$ cat src/rtl/isp_pkg.sv
// rtl/isp_pkg.sv - shared capture FSM states and default frame geometry
package isp_pkg;
  typedef enum logic [1:0] {
    IDLE    = 2'd0,
    SKIP    = 2'd1,
    WAIT_VS = 2'd2,
    CAPTURE = 2'd3
  } wr_state_t;

  localparam int DEF_H_PIXELS    = 640;
  localparam int DEF_V_LINES     = 480;
  localparam int DEF_SKIP_FRAMES = 10;
endpackage

$ cat src/rtl/sig_edge_det.sv
// rtl/sig_edge_det.sv - rise/fall detector against a single registered copy of the input
module sig_edge_det (
  input  logic sys_clk,
  input  logic sys_rst,
  input  logic sig,
  output logic rise,
  output logic fall
);
  logic sig_d;

  always_ff @(posedge sys_clk) begin
    if (sys_rst) sig_d <= 1'b0;
    else         sig_d <= sig;
  end

  assign rise = sig & ~sig_d;
  assign fall = ~sig & sig_d;
endmodule

$ cat src/rtl/cmos_wr_pack.sv
// rtl/cmos_wr_pack.sv - packs camera byte pairs into write-FIFO pixels with frame skip and ping-pong half select
// Optional geometry checking (frame_err, no ping-pong flip on bad frames) under CMOS_FRAME_CHECK_EN.
module cmos_wr_pack
  import isp_pkg::*;
#(
  parameter int H_PIXELS    = DEF_H_PIXELS,
  parameter int V_LINES     = DEF_V_LINES,
  parameter int SKIP_FRAMES = DEF_SKIP_FRAMES
) (
  input  logic        sys_clk,
  input  logic        sys_rst,
  input  logic        init_end,
  input  logic        pingpang_en,
  input  logic        cam_vsync,
  input  logic        cam_href,
  input  logic        cam_byte_en,
  input  logic [7:0]  cam_data,
  output logic        wr_fifo_wr_req,
  output logic [15:0] wr_fifo_wr_data,
  output logic        wr_rst,
  output logic        pic_c,
  output logic        frame_done,
  output logic [7:0]  frame_cnt,
  output logic        frame_err
);
  localparam int PIX_W  = $clog2(H_PIXELS) + 1;
  localparam int LINE_W = $clog2(V_LINES) + 1;

  wr_state_t         state;
  logic [7:0]        skip_cnt;
  logic [PIX_W-1:0]  pix_cnt;
  logic [LINE_W-1:0] line_cnt;
  logic              phase;
  logic [7:0]        hi_byte;

  logic vs_rise, vs_fall, hr_rise, hr_fall, edge_unused;

  sig_edge_det u_vs_edge (
    .sys_clk (sys_clk),
    .sys_rst (sys_rst),
    .sig     (cam_vsync),
    .rise    (vs_rise),
    .fall    (vs_fall)
  );

  sig_edge_det u_hr_edge (
    .sys_clk (sys_clk),
    .sys_rst (sys_rst),
    .sig     (cam_href),
    .rise    (hr_rise),
    .fall    (hr_fall)
  );

  assign edge_unused = vs_fall | hr_rise;

  logic              byte_ok, frame_end, frame_bad, start_frame;
  logic [LINE_W-1:0] lines_now;

  assign byte_ok   = cam_byte_en & cam_href;
  assign lines_now = line_cnt + LINE_W'(hr_fall);
  assign frame_end = (state == CAPTURE) &
                     (vs_rise | (hr_fall & (lines_now == LINE_W'(V_LINES))));
  // skip_cnt counts edges already seen, so capture begins on edge SKIP_FRAMES+1
  assign start_frame = vs_rise & ((state == WAIT_VS) | (state == CAPTURE) |
                                  ((state == SKIP) & (skip_cnt == 8'(SKIP_FRAMES))));

`ifdef CMOS_FRAME_CHECK_EN
  logic line_bad, line_err;

  // a dangling odd byte also marks the line as malformed
  assign line_bad = hr_fall & (phase | (pix_cnt != PIX_W'(H_PIXELS)));

  always_ff @(posedge sys_clk) begin
    if (sys_rst || !init_end || start_frame) line_err <= 1'b0;
    else if (state == CAPTURE && line_bad)   line_err <= 1'b1;
  end

  assign frame_bad = line_err | line_bad | (lines_now != LINE_W'(V_LINES));
`else
  assign frame_bad = 1'b0;
`endif

  always_ff @(posedge sys_clk) begin
    if (sys_rst) begin
      state           <= IDLE;
      skip_cnt        <= '0;
      pix_cnt         <= '0;
      line_cnt        <= '0;
      phase           <= 1'b0;
      hi_byte         <= '0;
      wr_fifo_wr_req  <= 1'b0;
      wr_fifo_wr_data <= '0;
      wr_rst          <= 1'b0;
      pic_c           <= 1'b0;
      frame_done      <= 1'b0;
      frame_cnt       <= '0;
      frame_err       <= 1'b0;
    end else begin
      wr_fifo_wr_req <= 1'b0;
      wr_rst         <= 1'b0;
      frame_done     <= 1'b0;
      frame_err      <= 1'b0;
      if (!init_end) begin
        state    <= IDLE;
        skip_cnt <= '0;
        pix_cnt  <= '0;
        line_cnt <= '0;
        phase    <= 1'b0;
      end else begin
        case (state)
          IDLE:    state <= (SKIP_FRAMES == 0) ? WAIT_VS : SKIP;
          SKIP:    if (vs_rise) skip_cnt <= skip_cnt + 8'd1;
          default: ;
        endcase

        if (state == CAPTURE && byte_ok) begin
          phase <= ~phase;
          if (!phase) begin
            hi_byte <= cam_data;
          end else begin
            wr_fifo_wr_req  <= 1'b1;
            wr_fifo_wr_data <= {hi_byte, cam_data};
            if (pix_cnt != '1) pix_cnt <= pix_cnt + 1'b1;
          end
        end

        if (state == CAPTURE && hr_fall) begin
          phase    <= 1'b0;
          pix_cnt  <= '0;
          line_cnt <= lines_now;
        end

        if (frame_end) begin
          frame_done <= 1'b1;
          frame_cnt  <= frame_cnt + 8'd1;
          frame_err  <= frame_bad;
          if (pingpang_en && !frame_bad) pic_c <= ~pic_c;
          state    <= WAIT_VS;
          pix_cnt  <= '0;
          line_cnt <= '0;
          phase    <= 1'b0;
        end

        // a vsync edge that ends a frame also opens the next one
        if (start_frame) begin
          wr_rst   <= 1'b1;
          state    <= CAPTURE;
          skip_cnt <= '0;
          pix_cnt  <= '0;
          line_cnt <= '0;
          phase    <= 1'b0;
        end
      end
    end
  end
endmodule
$ cat config.mk
export PLATFORM = sky130hd
export DESIGN_NAME = cmos_wr_pack
export DESIGN_NICKNAME = d
export VERILOG_FILES = /design/src/rtl/isp_pkg.sv /design/src/rtl/sig_edge_det.sv /design/src/rtl/cmos_wr_pack.sv
export SDC_FILE = /design/constraint.sdc
export NUM_CORES = 1
export LEC_CHECK = 0
export ABC_AREA = 1
export BUFFER_PORTS_ARGS = -buffer_cell sky130_fd_sc_hd__buf_4
export CAP_MARGIN = 40
export CORE_ASPECT_RATIO = 1.1
export CORE_UTILIZATION = 35
export CTS_CLUSTER_DIAMETER = 50
export CTS_CLUSTER_SIZE = 25
export DETAILED_ROUTE_END_ITERATION = 10
export GPL_TIMING_DRIVEN = 1
export REMOVE_ABC_BUFFERS = 1
export SYNTH_ARGS = -nofsm -noshare
export SYNTH_HDL_FRONTEND = slang
export SYNTH_SLANG_ARGS = --single-unit
$ cat constraint.sdc
create_clock -name sys_clk -period 3.9 [get_ports sys_clk]
set_input_delay 0.39 -clock sys_clk [delete_from_list [all_inputs] [get_ports sys_clk]]
set_output_delay 0.39 -clock sys_clk [all_outputs]
set_load 0.005 [all_outputs]
# Yosys cells after proc, flatten, opt, wreduce, memory -nomap -nowiden
# Cells that the tools add are included.
[totals]
register_bits = 59
latchBits = 0
mem_bits_rw = 0
rom_bits = 0
input_bits = 15
output_inout_bits = 29
wordCells = 57
mem_count = 0
[classes]
n_addsub = 3
multipliers = 0
n_div = 0
magnitude_cmp = 0
eq_ne = 5
shifts = 0
muxes = 6
n_bitwise = 16
reduce_logical = 14
[op_table]
columns = ["op", "count"]
rows = [
  ["8-bit by 1-bit adder with 8-bit output, second input constant", 2],
  ["10-bit by 1-bit adder with 10-bit output", 1],
  ["10-bit by 9-bit == test with 1-bit output, second input constant", 1],
  ["3-bit AND reduction", 3],
  ["8-bit by 4-bit == test with 1-bit output, second input constant", 1],
  ["1-bit AND", 7],
  ["2-bit 2-to-1 mux", 3],
  ["1-bit inverter", 6],
  ["3-bit OR reduction", 2],
  ["5-bit OR reduction", 1],
  ["2-bit == test, second input constant", 2],
  ["2-bit AND reduction", 2],
  ["4-bit OR reduction", 1],
  ["1-bit 2-to-1 mux", 3],
  ["1-bit bitwise OR", 3],
  ["3-bit nonzero test", 1],
  ["2-bit by 1-bit == test with 1-bit output, second input constant", 1],
  ["1-bit logical AND", 2],
  ["2-bit zero test", 1],
  ["2-bit OR reduction", 1],
]

# Longest topological paths before layout
# Gate-level depths: netlist of the first run.
[logic_depth]
ltp_word = 9
depth_mapped = 17
ltp_nobuf = 16

# Modules after synthesis
# Synthesis of the first run repeated with hierarchy kept, for this count alone.
[unflattened]
hier_cells = 359
hier_area_um2 = 2631.3
[by_module_without_submodules]
columns = ["module", "n_inst", "cells_each", "area_each_um2", "seq_area_each_um2"]
rows = [
  ["cmos_wr_pack", 1, 347, 2553.7, 1141.1],
  ["sig_edge_det", 2, 6, 38.8, 20.0],
]

# Least setup slack after synthesis of the first run
# OpenSTA, ideal clock, no wires.
[synth_timing]
path_type = "in2reg"
start = "input cam_href"
end = "register frame_cnt[5]"
setup_time_ps = 132
t_arrival_ps = 1907
required_time_ps = 3768
path_slack_ps = 1860
path_stages = 15
path_buffers = 1
path_cell_list = "nor2_1 ha_1 ha_1 nand3_1 nand2_1 nand2_1 nor2_1 nand2_1 nor2_2 nand3_2 nand2_2 buf_8 nand3_4 nand2_1 a21oi_1"
[synth_between]
elab_chain_cells = 8
[synth_lines]
columns = ["item", "line_no", "text"]
rows = [
  ["start: declaration", "cmos_wr_pack.sv:15", "input logic cam_href,"],
  ["1-bit inverter (*)", "sig_edge_det.sv:17", "assign fall = ~sig & sig_d;"],
  ["1-bit AND (*)", "sig_edge_det.sv:17", ""],
  ["10-bit by 1-bit adder with 10-bit output", "cmos_wr_pack.sv:60", "assign lines_now = line_cnt + LINE_W'(hr_fall);"],
  ["10-bit by 9-bit == test with 1-bit output", "cmos_wr_pack.sv:62", "(vs_rise | (hr_fall & (lines_now == LINE_W'(V_LINES))));"],
  ["1-bit AND (*)", "cmos_wr_pack.sv:62", ""],
  ["1-bit bitwise OR (*)", "cmos_wr_pack.sv:62", ""],
  ["1-bit AND (*)", "cmos_wr_pack.sv:61", "assign frame_end = (state == CAPTURE) &"],
  ["2-bit AND reduction (no line) (*)", "-", ""],
  ["end signal: assignment", "cmos_wr_pack.sv:135", "frame_cnt <= frame_cnt + 8'd1;"],
  ["end: declaration", "cmos_wr_pack.sv:23", "output logic [7:0] frame_cnt,"],
]
# Every way passes the cells marked *; elsewhere a longest branch is shown, timed or not.
# A chain may end at the register's enable or synchronous reset.

# Final worst setup path of the first run
[layout_timing]
start = "register u_hr_edge.sig_d"
end = "register line_cnt[1]"
[layout_between]
elab_chain_cells = 7
word_cells_on_any_way = 8
classes_between = "add/sub (1); eq/ne (1); bitwise (4); reduce/logical (2)"
[layout_lines]
columns = ["item", "line_no", "text"]
rows = [
  ["start: declaration", "sig_edge_det.sv:9", "logic sig_d;"],
  ["start signal: assignment", "sig_edge_det.sv:13", "else sig_d <= sig;"],
  ["1-bit AND (*)", "sig_edge_det.sv:17", ""],
  ["10-bit by 1-bit adder with 10-bit output", "cmos_wr_pack.sv:60", ""],
  ["10-bit by 9-bit == test with 1-bit output", "cmos_wr_pack.sv:62", ""],
  ["1-bit AND", "cmos_wr_pack.sv:62", ""],
  ["1-bit bitwise OR", "cmos_wr_pack.sv:62", ""],
  ["1-bit AND", "cmos_wr_pack.sv:61", ""],
  ["4-bit OR reduction (no line)", "-", ""],
  ["end signal: assignment", "cmos_wr_pack.sv:130", "line_cnt <= lines_now;"],
  ["end: declaration", "cmos_wr_pack.sv:32", "logic [LINE_W-1:0] line_cnt;"],
]
# Marked as above.

==> results of run 1 <==
-- kinds of logic (layout without fill, tap and decap cells) --
logic type      count (synthesis)  count (layout)  synth area share, %
buf+inv                        47              95                 7.87
simple gates                  180             180                 31.4
other cells                     1               1                0.142
fa+ha+maj                       5               5                 2.37
xor+xnor                       10              10                 3.32
compound gates                 52              52                 10.1
flops                          59              59                 44.8
-- per-stage QoR --
step	hold slack [ns]	utilization, %
2_1_floorplan	0.445	-
3_3_place_gp	0.460	41.8
3_5_place_dp	0.467	41.8
4_1_cts	0.259	44.4
5_1_grt	0.277	44.4
6_report	0.282	44.4
-- worst register-to-register path, stage by stage (launching register included) --
cell	delay, ns
dfxtp_1	0.31
inv_1	0.03
nor2_1	0.17
ha_1	0.23
ha_1	0.22
nand3_1	0.11
nand2_1	0.07
nand2_1	0.05
nor2_1	0.12
nand2_1	0.08
nor2_2	0.11
nand3_2	0.08
nand2_2	0.23
nand2_1	0.11
nand2_1	0.33
a21oi_1	0.07
-- synthesized netlist by cell type, types with 3 or more instances --
master,number
dfxtp_1,59
nor2_2,3
nand3_1,14
o21ai_0,33
nor2_1,78
inv_2,3
nand3_2,3
clkbuf_1,4
ha_1,5
nand2_1,51
xor2_1,7
a21oi_1,16
xnor2_1,3
nand4_1,10
nand2_2,4
nor3_1,6
inv_1,33
-- cells in the final DEF (no fill, tap or decap), types with 3 or more instances in the layout --
cell      count
a21oi_1      16
nand3_2       3
ha_1          5
inv_1        33
o21ai_0      33
xnor2_1       3
nand4_1      10
clkbuf_8     12
xor2_1        7
nor2_1       78
nor2_2        3
nand2_2       4
dfxtp_1      59
nand2_1      51
nor3_1        6
buf_4        43
inv_2         3
nand3_1      14
-- layer usage --
metal	part of all wire [%]	track usage, %	vias to the layer above	wire (um)
met3	5.1	5.21	4	278
met2	44	24.5	46	2430
met4	1.0	6.78	0	57
met1	50	19.2	1031	2730
li1	-	-	1220	-
met5	0	0	-	0
-- layout make-up --
type                    count  area [um^2]
flip-flops and latches     59         1180
inverters                  36          135
fillers                   722         3980
well taps                  85          106
repair buffers             43          323
clock buffers              13          169
clock inverters             3         21.3
multi-input cells         248         1250
-- path summary, 6_finish.rpt --
path / from / end / slack (ns)
max reg2reg: u_hr_edge.sig_d$_SDFF_PP0_ / line_cnt[1]$_SDFFE_PP0P_ / 1.43
max: u_hr_edge.sig_d$_SDFF_PP0_ / line_cnt[1]$_SDFFE_PP0P_ / 1.43
min reg2reg: line_cnt[0]$_SDFFE_PP0P_ / line_cnt[0]$_SDFFE_PP0P_ / 0.47
min: cam_vsync / u_vs_edge.sig_d$_SDFF_PP0_ / 0.28
-- power groups by stage --
stage / clock network (mW) / registers (mW) / logic [mW]
detailed placement: 0 / 0.619 / 0.0367
global route: 0.564 / 0.605 / 0.0411
global placement: 0 / 0.619 / 0.0364
finish: 0.516 / 0.605 / 0.0364
CTS: 0.533 / 0.605 / 0.0367
floorplan: 0 / 0.619 / 0.0158
-- flip-flops by register name, summed over array words and instances (netlist names), 2 cells and up --
| signal | count |
|---|---|
| skip_cnt | 8 |
| state | 2 |
| frame_cnt | 8 |
| line_cnt | 10 |
| wr_fifo_wr_data | 16 |
| hi_byte | 8 |
==> flow_metrics.tcl, run 1 <==
set metrics [dict create \
    timing_hold_violations_final 0 \
    relSlewSlack_pct 58.1 \
    drv_slew 0 \
    cp-start-kind "flip-flop" \
    period_share_pct 63.2 \
    critPathSlowestCell "nand2_1" \
    cts.repair.resized 0 \
    yosys_register_bits 59 \
    antennaDiodeCount 0 \
    grt_pass1_vias 2197 \
    h-tree-depth 3 \
    clock_sinks 59 \
    placedCellCount 471 \
    total_power_mw 1.16 \
    clkSlewWorstSetupHoldPaths_ns 0.07 \
    start_util_pct 36.8 \
    placed_cell_area_mm2 0.00299 \
    synthArstFlopShare_pct 0 \
    dieWidth_um 84.8 \
    clkPwrFrac_pct 44.6 \
    die_h_um 93.0 \
    io_buffers 42 \
    crit_family "simple AND/OR/NAND/NOR gates" \
    rsz0062_at_grt "false" \
    grt_pass1_wl_um 9660 \
    cp-end-kind "flip-flop" \
    yosys.cell_types.count 33 \
    setup-violations-final 0 \
    cp_cell_sequence "inv_1 > nor2_1 > ha_1 > ha_1 > nand3_1 > nand2_1 > nand2_1 > nor2_1 > nand2_1 > nor2_2 > nand3_2 > nand2_2 > nand2_1 > nand2_1 > a21oi_1" \
    cp_max_fo 11 \
    cts_root_buffer "clkbuf_8" \
    drt_iter0_markers 91 \
    worstPathArrival_ns 2.66 \
    ios 44 \
    synth_area_mm2 0.00264 \
    cts_tree "yes" \
    criticalPathCategory "flip-flop to flip-flop" \
    period_needed_ns 2.47 \
    core_mm2 0.00717 \
    fin_area_mm2 0.00318 \
    min_path_cells 3 \
    cap_violations 0 \
    path_buf_inv 1 \
    tns_ns 0 \
    p_int_mw 0.901 \
    dp.final_hpwl_um 3890 \
    synth_cells 354 \
    numCtsBuffers 9 \
    cts_hold_buffers 0 \
    layout-area-overhead-vs-synth_pct 20.7 \
    syn_area_per_cell_um2 7.45 \
    die_area_mm2 0.00789 \
    post_cts_buffers 0 \
    p_sw_mw 0.257 \
    firstDrtPassIters 6 \
    gp_congestion 0.753 \
    fp-row-count 32 \
    synth_area_leaders "dfxtp_1 (45%), nor2_1 (11%), nand2_1 (7.3%)" \
    gr-total-overflow 0 \
    r2r_cells 15 \
    drc_errors 0 \
    avgViaCountPerCell 4.72 \
    yosysWarnings 0 \
    clock_latency_ns 0.33 \
    synth_edf_count 0 \
    seqPwrFrac_pct 52.3 \
    hp-class "input pin to flip-flop" \
    grtUsageTotal_pct 15.5 \
    fin_nets 417 \
    antenna_left 0 \
    instances_no_fill 487 \
    synth.largest_area_cell "dfxtp_1" \
    routedWlPerCell_um 11.3 \
    grt_max_degree 26 \
    fin_skew_ns 0.00867 \
    cp.required_ns 4.10 \
    finalWirelength_um 5500 \
    clock.fmax_ghz 0.405 \
    seq_area_frac_synth_pct 44.8 \
    tightest_slew_ns 0.628 \
    p_per_area_mw_per_mm2 364 \
    synthFlopType "dfxtp_1" \
    drive_gt1_share_pct 19.2 \
    setup_ws_ns 1.43 \
    vias 2301 \
    ir_drop_mv 0.238 \
    dpl_worst_slack_ns 1.20 \
    clock_tree.buffer_depth 2 \
    cpPeakStageDelay_ns 0.33 \
    antenna_found_initial 0 \
    cp.depth 15 \
    cpMostUsedCell "nand2_1" \
    pwr-share-comb_pct 3.1 \
    power.static_leakage_nw 1.37 \
    status "finished, final reports clean" \
    swShare_pct 22.2 \
    yosysTopAreaCellShare_pct 44.8 \
]
Power figures use the tool's default switching activity.
==> run 2: changes to the inputs <==
Clock period 3.9 ns to 2.2 ns, I/O delays scaled along.
==> flow_metrics.tcl, run 2 (synthesis gave the netlist of run 1 again) <==
set metrics [dict create \
    clkPwrFrac_pct 47.4 \
    avgViaCountPerCell 4.76 \
    finalWirelength_um 5660 \
    vias 2360 \
    clock_latency_ns 0.34 \
    drive_gt1_share_pct 26.5 \
    layout-area-overhead-vs-synth_pct 29.5 \
    h-tree-depth 3 \
    ios 44 \
    antenna_found_initial 0 \
    critPathSlowestCell "dfxtp_1" \
    gp_congestion 0.762 \
    grt_pass1_wl_um 9590 \
    final_cell_mix "nor2_1 (75), dfxtp_1 (59), buf_4 (49)" \
    clock.fmax_ghz 0.468 \
    routedWlPerCell_um 11.4 \
    pwr-share-comb_pct 3.8 \
    start_util_pct 36.8 \
    cp.required_ns 2.43 \
    drc_errors 0 \
    reg_top3 "wr_fifo_wr_data x16, line_cnt x10" \
    drv_slew 0 \
    regMostFlops "wr_fifo_wr_data" \
    p_per_area_mw_per_mm2 644 \
    timing.hold.ws_ns 0.101 \
    relSlewSlack_pct 57.9 \
    p_int_mw 1.75 \
    antennaDiodeCount 0 \
    rsz0062_at_grt "true" \
    criticalPathCategory "flip-flop to flip-flop" \
    crit_family "simple AND/OR/NAND/NOR gates" \
    setup-violations-final 0 \
    hp-class "input pin to flip-flop" \
    ir_drop_mv 0.325 \
    io_buffers 42 \
    cap_violations 0 \
    p_sw_mw 0.448 \
    cp_max_fo 8 \
    cp-start-kind "flip-flop" \
    dp.final_hpwl_um 3820 \
    gr-total-overflow 0 \
    clock_sinks 59 \
    path_buf_inv 3 \
    period_share_pct 97.2 \
    grt_max_degree 26 \
    tightest_slew_ns 0.630 \
    core_mm2 0.00717 \
    dieWidth_um 84.8 \
    power.static_leakage_nw 1.45 \
    placed_cell_area_mm2 0.00306 \
    grtUsageTotal_pct 15.5 \
    cts_root_buffer "clkbuf_8" \
    die_h_um 93.0 \
    period_needed_ns 2.14 \
    total_power_mw 2.20 \
    fin_nets 427 \
    cp_cell_sequence "inv_1 > nor2_2 > ha_2 > buf_6 > nand2_2 > nor2_4 > nand3_2 > nand2_2 > nand3_2 > nor2_2 > nand3_2 > nand2_4 > buf_12 > nand3_4 > nand2_2 > a21oi_2" \
    cpPeakStageDelay_ns 0.31 \
    timing_hold_violations_final 0 \
    seqPwrFrac_pct 48.8 \
    fin_area_mm2 0.00341 \
    tns_ns 0 \
    worstPathArrival_ns 2.37 \
    clock_tree.buffer_depth 2 \
    status "finished, final reports clean" \
    numCtsBuffers 9 \
    grt_pass1_vias 2209 \
    die_area_mm2 0.00789 \
    cts_tree "yes" \
    drt_iter0_markers 71 \
    clkSlewWorstSetupHoldPaths_ns 0.06 \
    antenna_left 0 \
    swShare_pct 20.4 \
    fin_skew_ns 0.00991 \
    firstDrtPassIters 6 \
    largest_reg_flops 16 \
    cp-end-kind "flip-flop" \
    fp-row-count 32 \
    layout.cells.most_common "nor2_1" \
]
-- run 2: path summary, 6_finish.rpt --
kind | start | depth (start not counted) | end | slack [ns]
min reg2reg | line_cnt[0]$_SDFFE_PP0P_ | 2 | line_cnt[0]$_SDFFE_PP0P_ | 0.47
max | u_hr_edge.sig_d$_SDFF_PP0_ | 16 | frame_cnt[0]$_SDFFE_PP0P_ | 0.06
max reg2reg | u_hr_edge.sig_d$_SDFF_PP0_ | 16 | frame_cnt[0]$_SDFFE_PP0P_ | 0.06
min | cam_vsync | 3 | u_vs_edge.sig_d$_SDFF_PP0_ | 0.10
-- run 2: timing repair --
item,in CTS,in global routing
resized for setup,0,26
setup buffers,0,4
setup endpoints to repair,0,20
hold buffers,0,0
-- run 2: layer usage --
metal,global-route usage (%),wire length (um),share of wire [%],vias to the layer above
li1,-,-,-,1238
met1,18.5,2700,48,1069
met2,24.5,2560,45,42
met3,4.41,261,4.6,11
met4,9.60,133,2.3,0
met5,0,0,0,-
-- run 2: worst register-to-register path, delay by kind of cell, from the launching register on --
kind	cells	cell delay, ns
compound gates	1	0.05
fa+ha+maj	1	0.23
buf+inv	3	0.28
flops	1	0.31
simple gates	11	1.18
-- run 2: power groups by stage --
stage          clock network [mW]  registers, mW  logic [mW]
2_1_floorplan                   0           1.10      0.0281
3_3_place_gp                    0           1.10      0.0759
4_1_cts                      1.08           1.07      0.0756
6_report                     1.04           1.07      0.0835
5_1_grt                      1.12           1.07      0.0915
3_5_place_dp                    0           1.10      0.0753
-- run 2: final cells by class --
cell class                 count  area [um^2]
fill                         695         3750
multi-input combinational    248         1340
sequential                    59         1180
timing repair buffer          53          444
clock buffer                  14          183
inverter                      36          135
tap                           85          106
clock inverter                 1         30.0
-- run 2: stage by stage --
stage / util, % / worst slack, ns / std cells
after floorplan: - / 0.109 / 343
after global placement: 42.7 / 0.101 / 476
after detailed placement: 42.7 / 0.0143 / 476
after CTS: 45.6 / 0.0550 / 491
after global routing: 47.6 / -0.0690 / 496
final: 47.6 / 0.0621 / 496
